===== src/rtl/pwm_gen.sv =====
// ---------------------------------------------------------------------------
// pwm_gen
//   PWM generator clocked by fsys and paced by the divided clock from
//   clk_gen (pwm_clk_in). The divided clock is synchronised into fsys and
//   each rising edge becomes a one-cycle tick. The PWM counter advances once
//   per tick. Period/duty are double-buffered in a shadow register and only
//   reach the active register on a period boundary, so the waveform never
//   glitches mid-period.
//
//   Optional feature macro: PWM_IRQ_EN
//     defined   -> adds pwm_irq_clr (in) and pwm_irq (out), a sticky flag
//                  set by pwm_cyc_done and cleared by pwm_irq_clr
//                  (set wins when both occur in the same cycle).
//     undefined -> those ports and the flag logic are absent.
//
// Ports
//   fsys          in   system clock, rising edge
//   pwm_rst_n     in   asynchronous active-low reset
//   pwm_clk_in    in   divided clock (asynchronous to fsys)
//   pwm_en        in   1 = run, 0 = stop at end of the current period
//   pwm_load      in   pulse: capture pwm_period/pwm_duty into the shadow
//   pwm_period    in   period in ticks (CW bits)
//   pwm_duty      in   high time in ticks (CW bits)
//   pwm_out       out  PWM waveform (registered)
//   pwm_tick      out  one-cycle pulse per pwm_clk_in rising edge
//   pwm_cyc_done  out  one-cycle pulse on every period wrap
//   pwm_busy      out  1 while in LOAD/RUN/STOP
//   pwm_irq_clr   in   (PWM_IRQ_EN only) clear for pwm_irq
//   pwm_irq       out  (PWM_IRQ_EN only) sticky wrap flag
// ---------------------------------------------------------------------------
module pwm_gen #(
    parameter int CW = 8
) (
    input  logic          fsys,
    input  logic          pwm_rst_n,
    input  logic          pwm_clk_in,
    input  logic          pwm_en,
    input  logic          pwm_load,
    input  logic [CW-1:0] pwm_period,
    input  logic [CW-1:0] pwm_duty,
`ifdef PWM_IRQ_EN
    input  logic          pwm_irq_clr,
    output logic          pwm_irq,
`endif
    output logic          pwm_out,
    output logic          pwm_tick,
    output logic          pwm_cyc_done,
    output logic          pwm_busy
);

    typedef struct packed {
        logic [CW-1:0] period;
        logic [CW-1:0] duty;
    } cfg_t;

    typedef enum logic [1:0] {IDLE, LOAD, RUN, STOP} state_t;

    // -----------------------------------------------------------------------
    // Synchroniser / edge detect. sync_pipe[1] is the metastability flop;
    // the edge is taken between stages 2 and 3 so only settled values are
    // compared. Runs in every FSM state.
    // -----------------------------------------------------------------------
    logic [3:1] sync_pipe;

    always_ff @(posedge fsys or negedge pwm_rst_n) begin
        if (!pwm_rst_n) begin
            sync_pipe <= '0;
            pwm_tick  <= 1'b0;
        end else begin
            sync_pipe <= {sync_pipe[2:1], pwm_clk_in};
            pwm_tick  <= sync_pipe[2] & ~sync_pipe[3];
        end
    end

    // -----------------------------------------------------------------------
    // Counter / FSM
    // -----------------------------------------------------------------------
    state_t        state;
    cfg_t          active;
    cfg_t          shadow;
    logic          pending;
    logic [CW-1:0] cnt;
    logic [CW-1:0] cnt_inc;
    logic          wrap;

    // A zero period never matches cnt==period-1 (that would be all-ones),
    // so it is called out separately: every tick is then a wrap.
    assign wrap    = (active.period == '0) || (cnt == active.period - 1'b1);
    assign cnt_inc = cnt + 1'b1;

    // Output level for a given count under a given configuration. A zero
    // period forces low regardless of duty; duty >= period gives constant high
    // because cnt never reaches period.
    function automatic logic duty_hi(input logic [CW-1:0] c, input cfg_t cfg);
        return (cfg.period != '0) && (c < cfg.duty);
    endfunction

    always_ff @(posedge fsys or negedge pwm_rst_n) begin
        if (!pwm_rst_n) begin
            state        <= IDLE;
            active       <= '0;
            shadow       <= '0;
            pending      <= 1'b0;
            cnt          <= '0;
            pwm_out      <= 1'b0;
            pwm_cyc_done <= 1'b0;
            pwm_busy     <= 1'b0;
        end else begin
            pwm_cyc_done <= 1'b0;

            case (state)
                IDLE: begin
                    cnt     <= '0;
                    pwm_out <= 1'b0;
                    if (pwm_en) begin
                        state    <= LOAD;
                        pwm_busy <= 1'b1;
                    end
                end

                LOAD: begin
                    active   <= shadow;
                    pending  <= 1'b0;
                    cnt      <= '0;
                    state    <= RUN;
                    pwm_busy <= 1'b1;
                    pwm_out  <= duty_hi('0, shadow);
                end

                RUN, STOP: begin
                    if (pwm_tick && wrap) begin
                        cnt          <= '0;
                        pwm_cyc_done <= 1'b1;
                        if (state == STOP) begin
                            // Stopping period finished: park without applying
                            // the shadow; LOAD copies it on the next start.
                            state    <= IDLE;
                            pwm_busy <= 1'b0;
                            pwm_out  <= 1'b0;
                        end else begin
                            if (pending) begin
                                active  <= shadow;
                                pending <= 1'b0;
                                pwm_out <= duty_hi('0, shadow);
                            end else begin
                                pwm_out <= duty_hi('0, active);
                            end
                            if (!pwm_en) state <= STOP;
                        end
                    end else begin
                        if (pwm_tick) begin
                            cnt     <= cnt_inc;
                            pwm_out <= duty_hi(cnt_inc, active);
                        end
                        // Without a wrap, en simply toggles between running
                        // and winding down; the count carries on either way.
                        if (state == RUN && !pwm_en)
                            state <= STOP;
                        else if (state == STOP && pwm_en)
                            state <= RUN;
                    end
                end

                default: begin
                    state    <= IDLE;
                    pwm_busy <= 1'b0;
                    pwm_out  <= 1'b0;
                end
            endcase

            // Placed last so a load in the same cycle as an apply wins the
            // pending flag: the apply took the old shadow, the new one waits.
            if (pwm_load) begin
                shadow  <= '{period: pwm_period, duty: pwm_duty};
                pending <= 1'b1;
            end
        end
    end

`ifdef PWM_IRQ_EN
    // -----------------------------------------------------------------------
    // Sticky wrap flag; a wrap in the same cycle as a clear keeps it set.
    // -----------------------------------------------------------------------
    always_ff @(posedge fsys or negedge pwm_rst_n) begin
        if (!pwm_rst_n)
            pwm_irq <= 1'b0;
        else if (pwm_cyc_done)
            pwm_irq <= 1'b1;
        else if (pwm_irq_clr)
            pwm_irq <= 1'b0;
    end
`endif

endmodule

===== config.mk =====
export PLATFORM = sky130hd
export DESIGN_NAME = pwm_gen
export DESIGN_NICKNAME = d
export VERILOG_FILES = /design/src/rtl/pwm_gen.sv
export SDC_FILE = /design/constraint.sdc
export NUM_CORES = 1
export LEC_CHECK = 0
export BUFFER_PORTS_ARGS = -buffer_cell sky130_fd_sc_hd__buf_2
export CELL_PAD_IN_SITES_DETAIL_PLACEMENT = 0
export CELL_PAD_IN_SITES_GLOBAL_PLACEMENT = 1
export CORE_ASPECT_RATIO = 1.75
export CORE_MARGIN = 2
export CORE_UTILIZATION = 35
export DETAILED_ROUTE_END_ITERATION = 6
export GPL_TIMING_DRIVEN = 0
export HOLD_SLACK_MARGIN = 0.06
export PLACE_DENSITY = 0.63
export SYNTH_ARGS = -nofsm -noshare
export SYNTH_HDL_FRONTEND = slang
export SYNTH_SLANG_ARGS = --single-unit

===== constraint.sdc =====
create_clock -name fsys -period 3.74 [get_ports fsys]
set_input_delay 0.374 -clock fsys [delete_from_list [all_inputs] [get_ports fsys]]
set_output_delay 0.374 -clock fsys [all_outputs]
set_load 0.1 [all_outputs]

==> results of run 1 <==
==> power by group through the flow <==
| stage | clock, W | combinational (W) | sequential [W] |
|---|---|---|---|
| 4_1_cts | 0.000536 | 0.000875 | 0.000834 |
| 3_5_place_dp | 0 | 0.000873 | 0.000845 |
| 5_1_grt | 0.000548 | 0.000968 | 0.000858 |
| 6_report | 0.000517 | 0.000865 | 0.000829 |
| 2_1_floorplan | 0 | 0.000676 | 0.000838 |
| 3_3_place_gp | 0 | 0.000859 | 0.000841 |
==> metrics by stage <==
stage	worst slack (ps)	utilization [%]	total power (W)
final	832	40.8	0.00221
after global routing	609	40.8	0.00237
after CTS	803	40.8	0.00224
after floorplan	1240	-	0.00151
after detailed placement	813	38.7	0.00172
after global placement	825	38.7	0.00170
==> sequential cells by signal, summed over array words and instances, names as in the netlist, 2 cells and up <==
register,flops
sync_pipe,3
shadow,16
cnt,8
active,16
state,2
==> worst paths after layout <==
check / start / end / slack [ps] / depth (start not counted)
setup / recovery: active[8] / active[5] / 830 / 10
hold reg to reg: sync_pipe[1] / sync_pipe[2] / 350 / 0
setup reg to reg: active[8] / active[5] / 830 / 10
max in group asynchronous: pwm_rst_n / shadow[9] / 2740 / 1
min in group asynchronous: pwm_rst_n / shadow[2] / 290 / 1
hold / removal: pwm_clk_in / sync_pipe[1] / 180 / 1
==> cell usage after synthesis, drive strengths merged (2+ instances only) <==
library cell  number
xnor2             11
o31ai              3
mux2              32
a211oi             3
nor3               3
nor2              19
nand3             14
a2bb2oi            2
a21oi             12
buf                3
ha                15
o21ai              5
or4                2
nand2             12
nor4               6
a21o               3
a31oi              3
nand2b             9
clkbuf             8
nand4              2
xor2               7
inv               17
or3                2
dfrtp             50
o211ai             4
==> worst max-delay path: stages, from the launching register on <==
cell and delay [ps]:
dfrtp_1 430, inv_1 100, ha_1 210, nand2b_4 80, nor4_1 260, xnor2_1 290, nor4b_4 150, nor2_2 290
a2bb2oi_2 410, buf_6 250, mux2_4 310
==> final cells by class <==
cell class	instances	share of cell area [%]
sequential	50	39.0
clock inverter	1	0.937
clock buffer	7	4.14
timing repair buffer	23	3.59
inverter	17	1.99
tap	90	3.51
multi-input combinational	183	45.1
buffer	11	1.68
==> metal layers <==
metal | routed length, um | part of all wire, % | up-vias
met2 | 3170 | 53 | 24
met1 | 2460 | 41 | 949
met4 | 205 | 3.4 | 0
met5 | 0 | 0 | -
li1 | - | - | 984
met3 | 136 | 2.3 | 10
==> cells by family (layout without fill, tap and decap cells) <==
group / count (synthesis) / in the layout
compound gates: 41 / 41
xor+xnor: 18 / 18
fa+ha+maj: 15 / 15
buf+inv: 28 / 59
flops: 50 / 50
mux: 32 / 32
simple gates: 77 / 77
==> impl_metrics.yaml, run 1 <==
clocking:
  postCtsResizedCells: 0
  cts_hold_buf: 0
  cts.sinks: 50
  post_cts_buffers: 0
  cts_tree: "done"
  cts_root_buf: "clkbuf_16"
  cts.reportedPaths.clkPinSlew_ps: 70
  numCtsBuffers: 5
  htreeDepth: 2
  insertion_delay_ps: 290
  cts.path.max_buffers: 2
pwr:
  cellPowerDensity_mw_per_mm2: 690
  vdd_drop_max_uv: 391
  p_leak_nw: 1.49
  internal-power_w: 0.00143
  p_clk_share_pct: 23.4
  pwr-share-seq_pct: 37.5
  switching_share_pct: 35.3
  p_comb_share_pct: 39.1
  p_switching_w: 0.000781
grt:
  grt_use_met1_pct: 17.2
  first_global_vias: 1991
  grt_busiest_layer: "met2"
  antenna_found_initial: 0
  use_met3_pct: 2.96
  gr-total-overflow: 0
  grt_use_total_pct: 15.2
  gr-usage-met2_pct: 26.6
  grt_max_degree: 51
  grt_pass1_wl_um: 9910
critical_path:
  cp.arrival_ps: 3090
  cp_max_fo: 10
  path_class: "flop to flop"
  start_kind: "flop"
  cp.required_ps: 3920
  endpoint_kind: "flop"
die:
  die_area_mm2: 0.00880
  rows: 43
  pin_count: 25
  die-height_um: 123
  die-width_um: 71.8
  core-area_mm2: 0.00786
  start_util_pct: 35.8
timing:
  worst_pin_slew_ps: 1140
  report.final.slew_viol_count: 0
  min_period_ps: 2910
  max_freq_mhz: 344
  max_slew_margin_pct: 23.7
  hold_slack_ps: 181
  rsz0062_at_grt: "no"
  hold_viol_final: 0
  setup_viol: 0
  tns_ps: 0
  skew_ps: 5.04
  period_share_pct: 77.8
run_status:
  status: "finished clean"
finish:
  diodes: 0
  drive_above_1_share_pct: 23.6
  final_cell_mix: "dfrtp_1 (50), buf_2 (24), mux2_2 (22)"
  area_growth_pct: 13.9
  nets: 327
  fill_cells: 771
  seq_area_mm2: 0.00125
  final_cell_area_mm2: 0.00320
  instances_no_fill: 382
  layout_commonest_cell: "dfrtp_1"
  multiInputGateArea_mm2: 0.00145
logic_synthesis:
  synth_top_family_by_area: "simple AND/OR/NAND/NOR gates"
  synthFlopType: "dfrtp_1"
  synthXorXnorAreaFrac_pct: 5.60
  syn_area_per_cell_um2: 10.8
  syn-num-nets: 297
  synthTopCellsByArea: "dfrtp_1 (44%), mux2_2 (8.8%), ha_1 (6.7%)"
  synth_top_area_cell: "dfrtp_1"
  ys_ff_latch: 50
  synth_mux_area_share_pct: 14.1
  synth_edf_count: 0
  synth_top_area_share_pct: 44.5
  yosys.area_share.simple_pct: 15.0
  yosysWarnings: 0
  ys_types: 45
  synth_fa_ha_area_share_pct: 6.67
  synth_area_mm2: 0.00281
  syn_inst: 261
  synth_compound_area_share_pct: 9.92
  yosysSeqAreaShare_pct: 44.5
  async_flop_share_pct: 100
placement:
  dpl.hpwl_um: 4450
  gp_congestion: 0.826
  port_buffers: 23
  dp_cells: 374
  place_area_mm2: 0.00304
detailed_routing:
  avgRoutedWirePerCell_um: 15.6
  ant_nets: 0
  wirelength_um: 5970
  dr.pass1.iters: 4
  drtIter0Drc: 74
  drc: 0
  via_count: 1967
  via_per_inst: 5.15
hold_path:
  hp-class: "primary input to flop"
job:
  cap_violations: 0
Note: power is estimated with default switching activity, not from simulation.
==> inputs of run 2 (changes only) <==
--- a/config.mk
+++ b/config.mk
@@ -5,6 +5,7 @@
 export SDC_FILE = /design/constraint.sdc
 export NUM_CORES = 1
 export LEC_CHECK = 0
+export ABC_AREA = 1
 export BUFFER_PORTS_ARGS = -buffer_cell sky130_fd_sc_hd__buf_2
 export CELL_PAD_IN_SITES_DETAIL_PLACEMENT = 0
 export CELL_PAD_IN_SITES_GLOBAL_PLACEMENT = 1
@@ -14,7 +15,7 @@
 export DETAILED_ROUTE_END_ITERATION = 6
 export GPL_TIMING_DRIVEN = 0
 export HOLD_SLACK_MARGIN = 0.06
-export PLACE_DENSITY = 0.63
+export PLACE_DENSITY = 0.68
 export SYNTH_ARGS = -nofsm -noshare
 export SYNTH_HDL_FRONTEND = slang
 export SYNTH_SLANG_ARGS = --single-unit
==> constraint.sdc (replaced) <==
create_clock -name fsys -period 2.4 [get_ports fsys]
set_input_delay 0.24 -clock fsys [delete_from_list [all_inputs] [get_ports fsys]]
set_output_delay 0.24 -clock fsys [all_outputs]
set_load 0.1 [all_outputs]
==> run 2 against run 1 <==
  * Sequential power grew 48%
  * Die area grew 2.7%
  * Combinational power grew 130%
  * Via count grew 17%
  * Design area grew 6.2%
  * Highest routed layer unchanged
==> impl_metrics.yaml, run 2 <==
run_status:
  status: "finished clean"
timing:
  min_period_ps: 2250
  period_share_pct: 93.8
  setup_viol: 0
  hold_viol_final: 0
  skew_ps: 5.83
  max_slew_margin_pct: 25.2
  report.final.slew_viol_count: 0
  max_freq_mhz: 444
  worst_pin_slew_ps: 1120
critical_path:
  max_stage_delay_ps: 410
  cp_max_fo: 4
  slowest_stage: "dfrtp_2"
  cp.arrival_ps: 2480
  path_class: "flop to flop"
  start_kind: "flop"
  cp.required_ps: 2630
  crit_chain: "inv_4 -> nor3_4 -> nand3_2 -> nor3_2 -> xor2_1 -> ha_1 -> a21oi_2 -> o21ai_2 -> a211oi_2 -> nand3_1 -> nand3_1 -> nand2_1 -> nand2_1"
  endpoint_kind: "flop"
finish:
  area_growth_pct: 17.6
  diodes: 0
  reg_top3: "active (16), shadow (16), cnt (8)"
  drive_above_1_share_pct: 24.2
  nets: 431
  fill_cells: 817
  instances_no_fill: 486
  final_cell_mix: "nand2_1 (83), inv_1 (54), dfrtp_1 (49)"
  layout_commonest_cell: "nand2_1"
logic_synthesis:
  ys_types: 28
  syn_inst: 357
  synth_area_mm2: 0.00289
  synth_common_cells: "nand2_1 (83), inv_1 (56), dfrtp_1 (50)"
  ys_ff_latch: 50
  yosysSeqAreaShare_pct: 43.2
  synthTopCellsByArea: "dfrtp_1 (43%), nand2_1 (11%), inv_1 (7.3%)"
  synthFlopType: "dfrtp_1"
  async_flop_share_pct: 100
  synth.most_common_cell: "nand2_1"
  yosysWarnings: 0
  syn_area_per_cell_um2: 8.11
  syn-num-nets: 393
  synth_top_area_cell: "dfrtp_1"
  synth_top_area_share_pct: 43.2
  synth_edf_count: 0
grt:
  grt_pass1_wl_um: 10800
  first_global_vias: 2225
  grt_max_degree: 51
  antenna_found_initial: 0
  gr-total-overflow: 0
  grt_use_total_pct: 15.4
die:
  die_area_mm2: 0.00904
  die-width_um: 72.7
  die-height_um: 124
  pin_count: 25
  rows: 43
  core-area_mm2: 0.00796
  start_util_pct: 36.3
detailed_routing:
  ant_nets: 0
  wirelength_um: 6420
  drtIter0Drc: 97
  drc: 0
  via_per_inst: 4.74
  dr.pass1.iters: 4
  via_count: 2305
  avgRoutedWirePerCell_um: 13.2
clocking:
  cts_root_buf: "clkbuf_16"
  htreeDepth: 2
  cts_tree: "done"
  cts.sinks: 50
  numCtsBuffers: 5
  insertion_delay_ps: 290
  cts.reportedPaths.clkPinSlew_ps: 70
  cts.path.max_buffers: 2
pwr:
  cellPowerDensity_mw_per_mm2: 1180
  total_power_w: 0.00401
  p_leak_nw: 1.75
  vdd_drop_max_uv: 725
placement:
  dpl.hpwl_um: 4980
  gp_congestion: 0.780
  dp_cells: 471
  port_buffers: 24
job:
  cap_violations: 0
hold_path:
  hp-class: "primary input to async pin"
## run 2: cell count changes after synthesis, sizes merged, moves of 4 or more
cell | before | now
nor2 | 19 | 24
o211ai | 4 | 0
xnor2 | 11 | 0
nand3 | 14 | 22
a21oi | 12 | 6
inv | 17 | 60
nand4 | 2 | 6
nand2 | 12 | 98
nand2b | 9 | 0
mux2 | 32 | 0
nor4 | 6 | 2
o21ai | 5 | 51
clkbuf | 8 | 4
## run 2: worst paths after layout
check,end,slack [ps],cells after the start,from
max,pwm_out,150,13,cnt[0]
min,shadow[10],150,1,pwm_rst_n
max reg2reg,pwm_out,150,13,cnt[0]
min reg2reg,sync_pipe[2],360,0,sync_pipe[1]
max in group asynchronous,cnt[0],1470,1,pwm_rst_n
min in group fsys,shadow[9],150,3,pwm_period[1]
## run 2: cell type report
cell class / instances / area, um^2 / area share, %
multi-input cells: 238 / 1410 / 41.3
flip-flops and latches: 50 / 1250 / 36.8
inverters: 61 / 231 / 6.80
repair buffers: 31 / 175 / 5.15
clock buffers: 5 / 125 / 3.68
well taps: 90 / 113 / 3.31
plain buffers: 8 / 60.1 / 1.76
clock inverters: 3 / 40.0 / 1.18
## run 2: power breakdown
| part | switching, W | internal (W) |
|---|---|---|
| Combinational | 0.00125 | 0.000737 |
| Clock | 0.000305 | 0.000488 |
| Sequential | 0.000185 | 0.00105 |
| Total | 0.00174 | 0.00227 |
## run 2: cells by family (layout without fill, tap and decap cells)
| family | after synthesis | in the layout | share of synthesized area (%) |
|---|---|---|---|
| compound gates | 61 | 61 | 13.4 |
| xor+xnor | 6 | 6 | 2.29 |
| fa+ha+maj | 15 | 15 | 6.49 |
| buf+inv | 69 | 108 | 9.99 |
| flops | 50 | 50 | 43.2 |
| simple gates | 156 | 156 | 24.6 |
## run 2: critical path, delay by kind of cell (launching register included)
family          cells  cell delay, ps
buf+inv             1              70
compound gates      3             410
flops               1             410
fa+ha+maj           1             290
simple gates        7             790
xor+xnor            1             230
## run 2: repair_timing
item,in CTS,in global routing
hold buffers,1,0
gates resized for setup,5,10
setup buffers,1,5
setup endpoints to repair,1,16
hold endpoints to repair,1,0
pin swaps,0,6
## run 2: routing by layer
layer | track usage, % | vias to the layer above | part of all wire (%)
li1 | - | 1208 | -
met1 | 17.5 | 1064 | 40
met2 | 27.9 | 24 | 56
met3 | 2.67 | 9 | 1.7
met4 | 5.66 | 0 | 2.4
met5 | 0 | - | 0
## run 2: per-stage QoR
stage	utilization [%]	instance area (um^2)	hold slack [ps]	TNS (ps)	worst slack [ps]
floorplan	-	2890	-55.6	0	287
detailed placement	39.3	3130	337	-323	-323
global route	42.8	3400	150	-24.1	-24.1
global placement	39.3	3130	346	-339	-339
CTS	41.8	3330	147	0	1.51
finish	42.8	3400	148	0	149
